## config.mk

```make
export PLATFORM = sky130hd
export DESIGN_NAME = symmetric_fir_core
export DESIGN_NICKNAME = d
export VERILOG_FILES = /design/src/rtl/symmetric_fir_core.sv
export SDC_FILE = /design/constraint.sdc
export NUM_CORES = 2
export LEC_CHECK = 0
export BUFFER_PORTS_ARGS = -buffer_cell sky130_fd_sc_hd__buf_2
export CORE_MARGIN = 5
export CORE_UTILIZATION = 48
export DETAILED_ROUTE_END_ITERATION = 12
export GPL_TIMING_DRIVEN = 0
export SLEW_MARGIN = 20
export SYNTH_ARGS = -nofsm -noshare
export SYNTH_HDL_FRONTEND = slang
export SYNTH_SLANG_ARGS = --single-unit
```

## constraint.sdc

```tcl
create_clock -name clk -period 9.2 [get_ports clk]
set_input_delay 0 -clock clk [delete_from_list [all_inputs] [get_ports clk]]
set_output_delay 0 -clock clk [all_outputs]
set_load 0.005 [all_outputs]
```

## src/rtl/symmetric_fir_core.sv

```systemverilog
// Symmetric/antisymmetric FIR core with pre-adder folding, a four-register
// pipeline and double-buffered coefficients (shadow bank, committed to active).
module symmetric_fir_core #(
  parameter int DATA_WL  = 14,
  parameter int DATA_FL  = 6,
  parameter int COEFF_WL = 9,
  parameter int COEFF_FL = 7,
  parameter int ORDER    = 9,
  parameter int ANTISYM  = 1,
  parameter int OUT_WL   = 20,
  parameter int OUT_FL   = 12,
  parameter logic [((ORDER+1)/2)*COEFF_WL-1:0] COEFF_INIT =
    {9'h019, 9'h1CD, 9'h0FF, 9'h007, 9'h013},
  localparam int TAPS  = ORDER + 1,
  localparam int NCOEF = TAPS / 2,
  localparam int AW    = (NCOEF > 1) ? $clog2(NCOEF) : 1
) (
  input  logic                clk,
  input  logic                rst_n,
  input  logic                in_valid,
  input  logic [DATA_WL-1:0]  in_data,
  input  logic                coeff_we,
  input  logic [AW-1:0]       coeff_addr,
  input  logic [COEFF_WL-1:0] coeff_wdata,
  input  logic                coeff_commit,
  output logic                out_valid,
  output logic [OUT_WL-1:0]   out_data,
  output logic                sat
);

  localparam int PW   = DATA_WL + 1;
  localparam int MW   = PW + COEFF_WL;
  localparam int SW   = MW + $clog2(NCOEF);
  localparam int IFL  = DATA_FL + COEFF_FL;
  localparam int RSH  = (IFL > OUT_FL) ? IFL - OUT_FL : 0;
  localparam int LSH  = (OUT_FL > IFL) ? OUT_FL - IFL : 0;
  localparam int HALF = (1 << RSH) >> 1;
  localparam int XW   = (SW + 1 + LSH > OUT_WL + 1) ? SW + 1 + LSH : OUT_WL + 1;
  localparam logic signed [XW-1:0] OMAX = {{(XW-OUT_WL+1){1'b0}}, {(OUT_WL-1){1'b1}}};
  localparam logic signed [XW-1:0] OMIN = {{(XW-OUT_WL+1){1'b1}}, {(OUT_WL-1){1'b0}}};

  // Valid semantics: a sample is accepted on every edge where in_valid is 1
  // (no backpressure); its valid tag travels x -> m -> sum -> out alongside it,
  // so out_valid is in_valid delayed by exactly four cycles.
  logic signed [DATA_WL-1:0]  x_q      [TAPS];
  logic signed [COEFF_WL-1:0] shadow_q [NCOEF];
  logic signed [COEFF_WL-1:0] active_q [NCOEF];
  logic signed [PW-1:0]       p        [NCOEF];
  logic signed [MW-1:0]       m_q      [NCOEF];
  logic signed [SW-1:0]       sum_d, sum_q;
  logic signed [XW-1:0]       sum_x, rounded, aligned;
  logic signed [OUT_WL-1:0]   out_d, out_q;
  logic                       sat_d, sat_q;
  logic                       x_vld_q, m_vld_q, sum_vld_q, out_vld_q;

  always_comb begin
    for (int k = 0; k < NCOEF; k++) begin
      if (ANTISYM != 0) p[k] = PW'(x_q[k]) - PW'(x_q[TAPS-1-k]);
      else              p[k] = PW'(x_q[k]) + PW'(x_q[TAPS-1-k]);
    end
    sum_d = '0;
    for (int k = 0; k < NCOEF; k++) sum_d = sum_d + SW'(m_q[k]);
  end

  // Round half-up when dropping fraction bits, zero-fill when adding them.
  always_comb begin
    sum_x   = XW'(sum_q);
    rounded = sum_x + XW'(HALF);
    aligned = (rounded >>> RSH) <<< LSH;
    sat_d   = 1'b0;
    out_d   = aligned[OUT_WL-1:0];
    if (aligned > OMAX) begin
      out_d = {1'b0, {(OUT_WL-1){1'b1}}};
      sat_d = 1'b1;
    end else if (aligned < OMIN) begin
      out_d = {1'b1, {(OUT_WL-1){1'b0}}};
      sat_d = 1'b1;
    end
  end

  always_ff @(posedge clk or negedge rst_n) begin
    if (!rst_n) begin
      for (int k = 0; k < TAPS; k++)  x_q[k] <= '0;
      for (int k = 0; k < NCOEF; k++) m_q[k] <= '0;
      sum_q     <= '0;
      out_q     <= '0;
      sat_q     <= 1'b0;
      x_vld_q   <= 1'b0;
      m_vld_q   <= 1'b0;
      sum_vld_q <= 1'b0;
      out_vld_q <= 1'b0;
    end else begin
      if (in_valid) begin
        for (int k = TAPS - 1; k > 0; k--) x_q[k] <= x_q[k-1];
        x_q[0] <= in_data;
      end
      x_vld_q <= in_valid;
      for (int k = 0; k < NCOEF; k++) m_q[k] <= MW'(p[k]) * MW'(active_q[k]);
      m_vld_q   <= x_vld_q;
      sum_q     <= sum_d;
      sum_vld_q <= m_vld_q;
      out_q     <= out_d;
      sat_q     <= sum_vld_q & sat_d;
      out_vld_q <= sum_vld_q;
    end
  end

  // Commit copies the pre-edge shadow, so a same-cycle write only lands in shadow.
  always_ff @(posedge clk or negedge rst_n) begin
    if (!rst_n) begin
      for (int k = 0; k < NCOEF; k++) begin
        shadow_q[k] <= COEFF_INIT[(NCOEF-1-k)*COEFF_WL +: COEFF_WL];
        active_q[k] <= COEFF_INIT[(NCOEF-1-k)*COEFF_WL +: COEFF_WL];
      end
    end else begin
      if (coeff_commit) begin
        for (int k = 0; k < NCOEF; k++) active_q[k] <= shadow_q[k];
      end
      if (coeff_we && ({1'b0, coeff_addr} < (AW+1)'(NCOEF))) begin
        shadow_q[coeff_addr] <= coeff_wdata;
      end
    end
  end

  assign out_valid = out_vld_q;
  assign out_data  = out_q;
  assign sat       = sat_q;

endmodule

```

==> qor.csv <==
stage;metric;value;unit
run_status;status;completed;
clock_tree;Sink Count;402;
placement;HPWL Detailed;86900;µm
routing;Top Metal Used;met5;
global_routing;number of global-route vias before repair;30200;
sta;setup_tns;0;ns
floorplan;io pins;53;
sta;Final Max Slew Viols;0;
flow_run;max-cap violations;0;
synth;Synth Instances;3985;
global_routing;largest net degree at the start of global routing;96;
placement;Port Buffers;51;
cells_and_area;leading cell type in the layout, fill and taps excluded;fa_1;
routing;via count;28200;
clock_tree;root buf cell;clkbuf_16;
routing;Routed Antenna Nets;0;
cells_and_area;most frequent cells in the layout;fa_1, inv_1, nand2_1, dfrtp_1, ha_1;
sta;RSZ-0062 raised after global routing;false;
synth;synth warn;0;
floorplan;# rows;108;
floorplan;CORE AREA;86800;µm²
routing;Vias/cell;5.30;
clock_tree;CTS clk-pin slew, worst paths;0.06;ns
cells_and_area;Area Growth Syn to Fin;9.51;%
routing;met3 WL;5430;µm
global_routing;first-pass GRT wire length;172000;µm
sta;Slew @ Worst Pin;1.15;ns
global_routing;Overall Global Routing Usage;23.4;%
clock_tree;CTS tree;done;
synth;Netlist cell types;76;
routing;starting DRC count in detailed routing;1556;
floorplan;Die Ht;305;µm
synth;ys async rst share;100;%
critical_path;Critical Path AT;8.44;ns
synth;Post-synth EDFFs;0;
critical_path;worst-path fanout max;9;
routing;final wirelength;106000;µm
clock_tree;cts repair resizes;0;
routing;1st-pass router iterations;5;
routing;# DRC;0;
routing;DR WL/cell;19.8;µm
global_routing;initial antenna violation count;7;
synth;Syn Std Cell Area;41900;µm²
critical_path;worst endpoint required time;9.72;ns
clock_tree;CTS Buffer Depth;3;
global_routing;overflow left after global routing;0;
synth;post-synthesis sequential area ratio;24.1;%
placement;Final GP Congestion;0.955;
sta;period utilisation layout;86.1;%
synth;Post-Syn Area per Cell;10.5;µm²
critical_path;Setup crit end kind;flop;
floorplan;Die Span X;305;µm
cells_and_area;share of layout cells above drive strength 1;9.63;%
synth;Synth Register Bits;402;
floorplan;Initial Util;48.3;%
sta;Slew headroom;23.0;%
cells_and_area;area occupied by registers;10100;µm²
clock_tree;total CTS buffers;46;
sta;FMAX;126;MHz
clock_tree;htree depth;2;
critical_path;slowest cell on the critical path;o311ai_2;
critical_path;max incr delay on CP;0.85;ns
synth;syn_nets;5003;
clock_tree;later-pin clock latency in the skew report;0.62;ns
routing;M1 WL;49300;µm
critical_path;Setup CP Type;reg -> reg;
cells_and_area;area occupied by multi-input gates;29500;µm²
sta;Max Clock Skew;0.0295;ns
routing;Met2 Wirelength;48600;µm
synth;Most used DFF post-synth;dfrtp_1;
sta;Final Hold Viols;0;
cells_and_area;# nets final;5144;
floorplan;DIE AREA;93300;µm²
critical_path;startpoint types;flop;
cells_and_area;Filler cells;7823;
sta;min cycle time layout;7.92;ns
sta;endpoints failing setup;0;
min_path;Worst Hold Class;in -> reg;
-- Yosys cell counts, drive strengths merged (15+ instances only) --
library cell | number | area (µm²)
o21bai | 18 | 135
inv | 556 | 2090
nor2b | 122 | 763
clkbuf | 80 | 300
o21ai | 146 | 734
mux2 | 159 | 1790
xnor2 | 153 | 1340
nor3 | 45 | 241
a211oi | 15 | 113
ha | 348 | 4350
dfrtp | 356 | 8910
nor2 | 116 | 435
dfstp | 46 | 1210
nand2 | 431 | 1620
o21a | 35 | 263
and2 | 241 | 1510
fa | 639 | 12800
nand2b | 54 | 338
a21o | 39 | 293
nand3 | 45 | 225
xor2 | 54 | 473
a21oi | 124 | 658
-- per-layer routing --
metal  vias up  GRT usage (%)
met5         -              0
met4         2           5.14
met3       124           3.60
met2       596           37.6
met1     14400           34.1
li1      13000              -
-- state kept, by name, indices dropped and copies added (netlist names) --
signal and flops:
x_q 140, m_q 120, active_q 45, shadow_q 45, sum_q 27, out_data 20
m_vld_q 1, out_valid 1, sat 1, sum_vld_q 1, x_vld_q 1
-- layout make-up --
| class | instances | area share (%) |
|---|---|---|
| multi-input combinational | 2941 | 64.3 |
| inverter | 556 | 4.55 |
| timing repair buffer | 93 | 1.68 |
| clock buffer | 64 | 2.90 |
| clock inverter | 22 | 0.630 |
| tap | 1155 | 3.15 |
| antenna | 6 | 0.0327 |
| buffer | 86 | 0.742 |
| sequential | 402 | 22.0 |
-- cells by family after synthesis --
kind of cell,after synthesis,synth area share [%]
DFF,402,24.1
adders and majority gates,987,40.9
muxes,160,4.30
AOI/OAI and AO/OA,463,7.08
xor gates and xnor gates,207,4.33
buffers and inverters,642,5.79
and+or+nand+nor,1124,13.5
-- per-stage QoR --
step	worst slack [ns]	area, µm²	cells	hold WS (ns)	utilization (%)
after floorplan	2.85	41900	3985	-0.296	-
after global placement	0.0560	43600	5191	0.144	50.3
after detailed placement	1.49	43900	5202	-0.0804	50.6
after CTS	1.44	45900	5319	0.00688	52.9
after global routing	0.914	45900	5319	0.0546	52.9
final	1.28	45900	5325	0.0381	52.9
-- worst paths after layout --
| path | startpoint | end | slack [ns] | cells after the start |
|---|---|---|---|---|
| worst max-delay path | x_q[43] | m_q[47] | 1.28 | 27 |
| min in group asynchronous | rst_n | shadow_q[40] | 0.53 | 3 |
| worst min-delay path | coeff_we | shadow_q[43] | 0.04 | 4 |
| max in group asynchronous | rst_n | x_q[50] | 7.22 | 6 |
| worst max register to register | x_q[43] | m_q[47] | 1.28 | 27 |
| worst min register to register | m_vld_q | sum_vld_q | 0.37 | 0 |
-- critical path, delay by kind of cell (launching register included) --
kind                       cells  cell delay (ns)
buffers and inverters          4             0.22
and+or+nand+nor                5             0.90
adders and majority gates      7             2.99
AOI/OAI and AO/OA             10             3.14
xor gates and xnor gates       1             0.15
DFF                            1             0.41
-- timing repair --
action	in CTS	in global routing
endpoints found under the setup margin	0	0
setup buffers	0	0
endpoints found under the hold margin	271	0
hold buffers	31	0
Power is not shown: default switching activity piles up to over one toggle a cycle in this logic, so the estimate is an artifact.
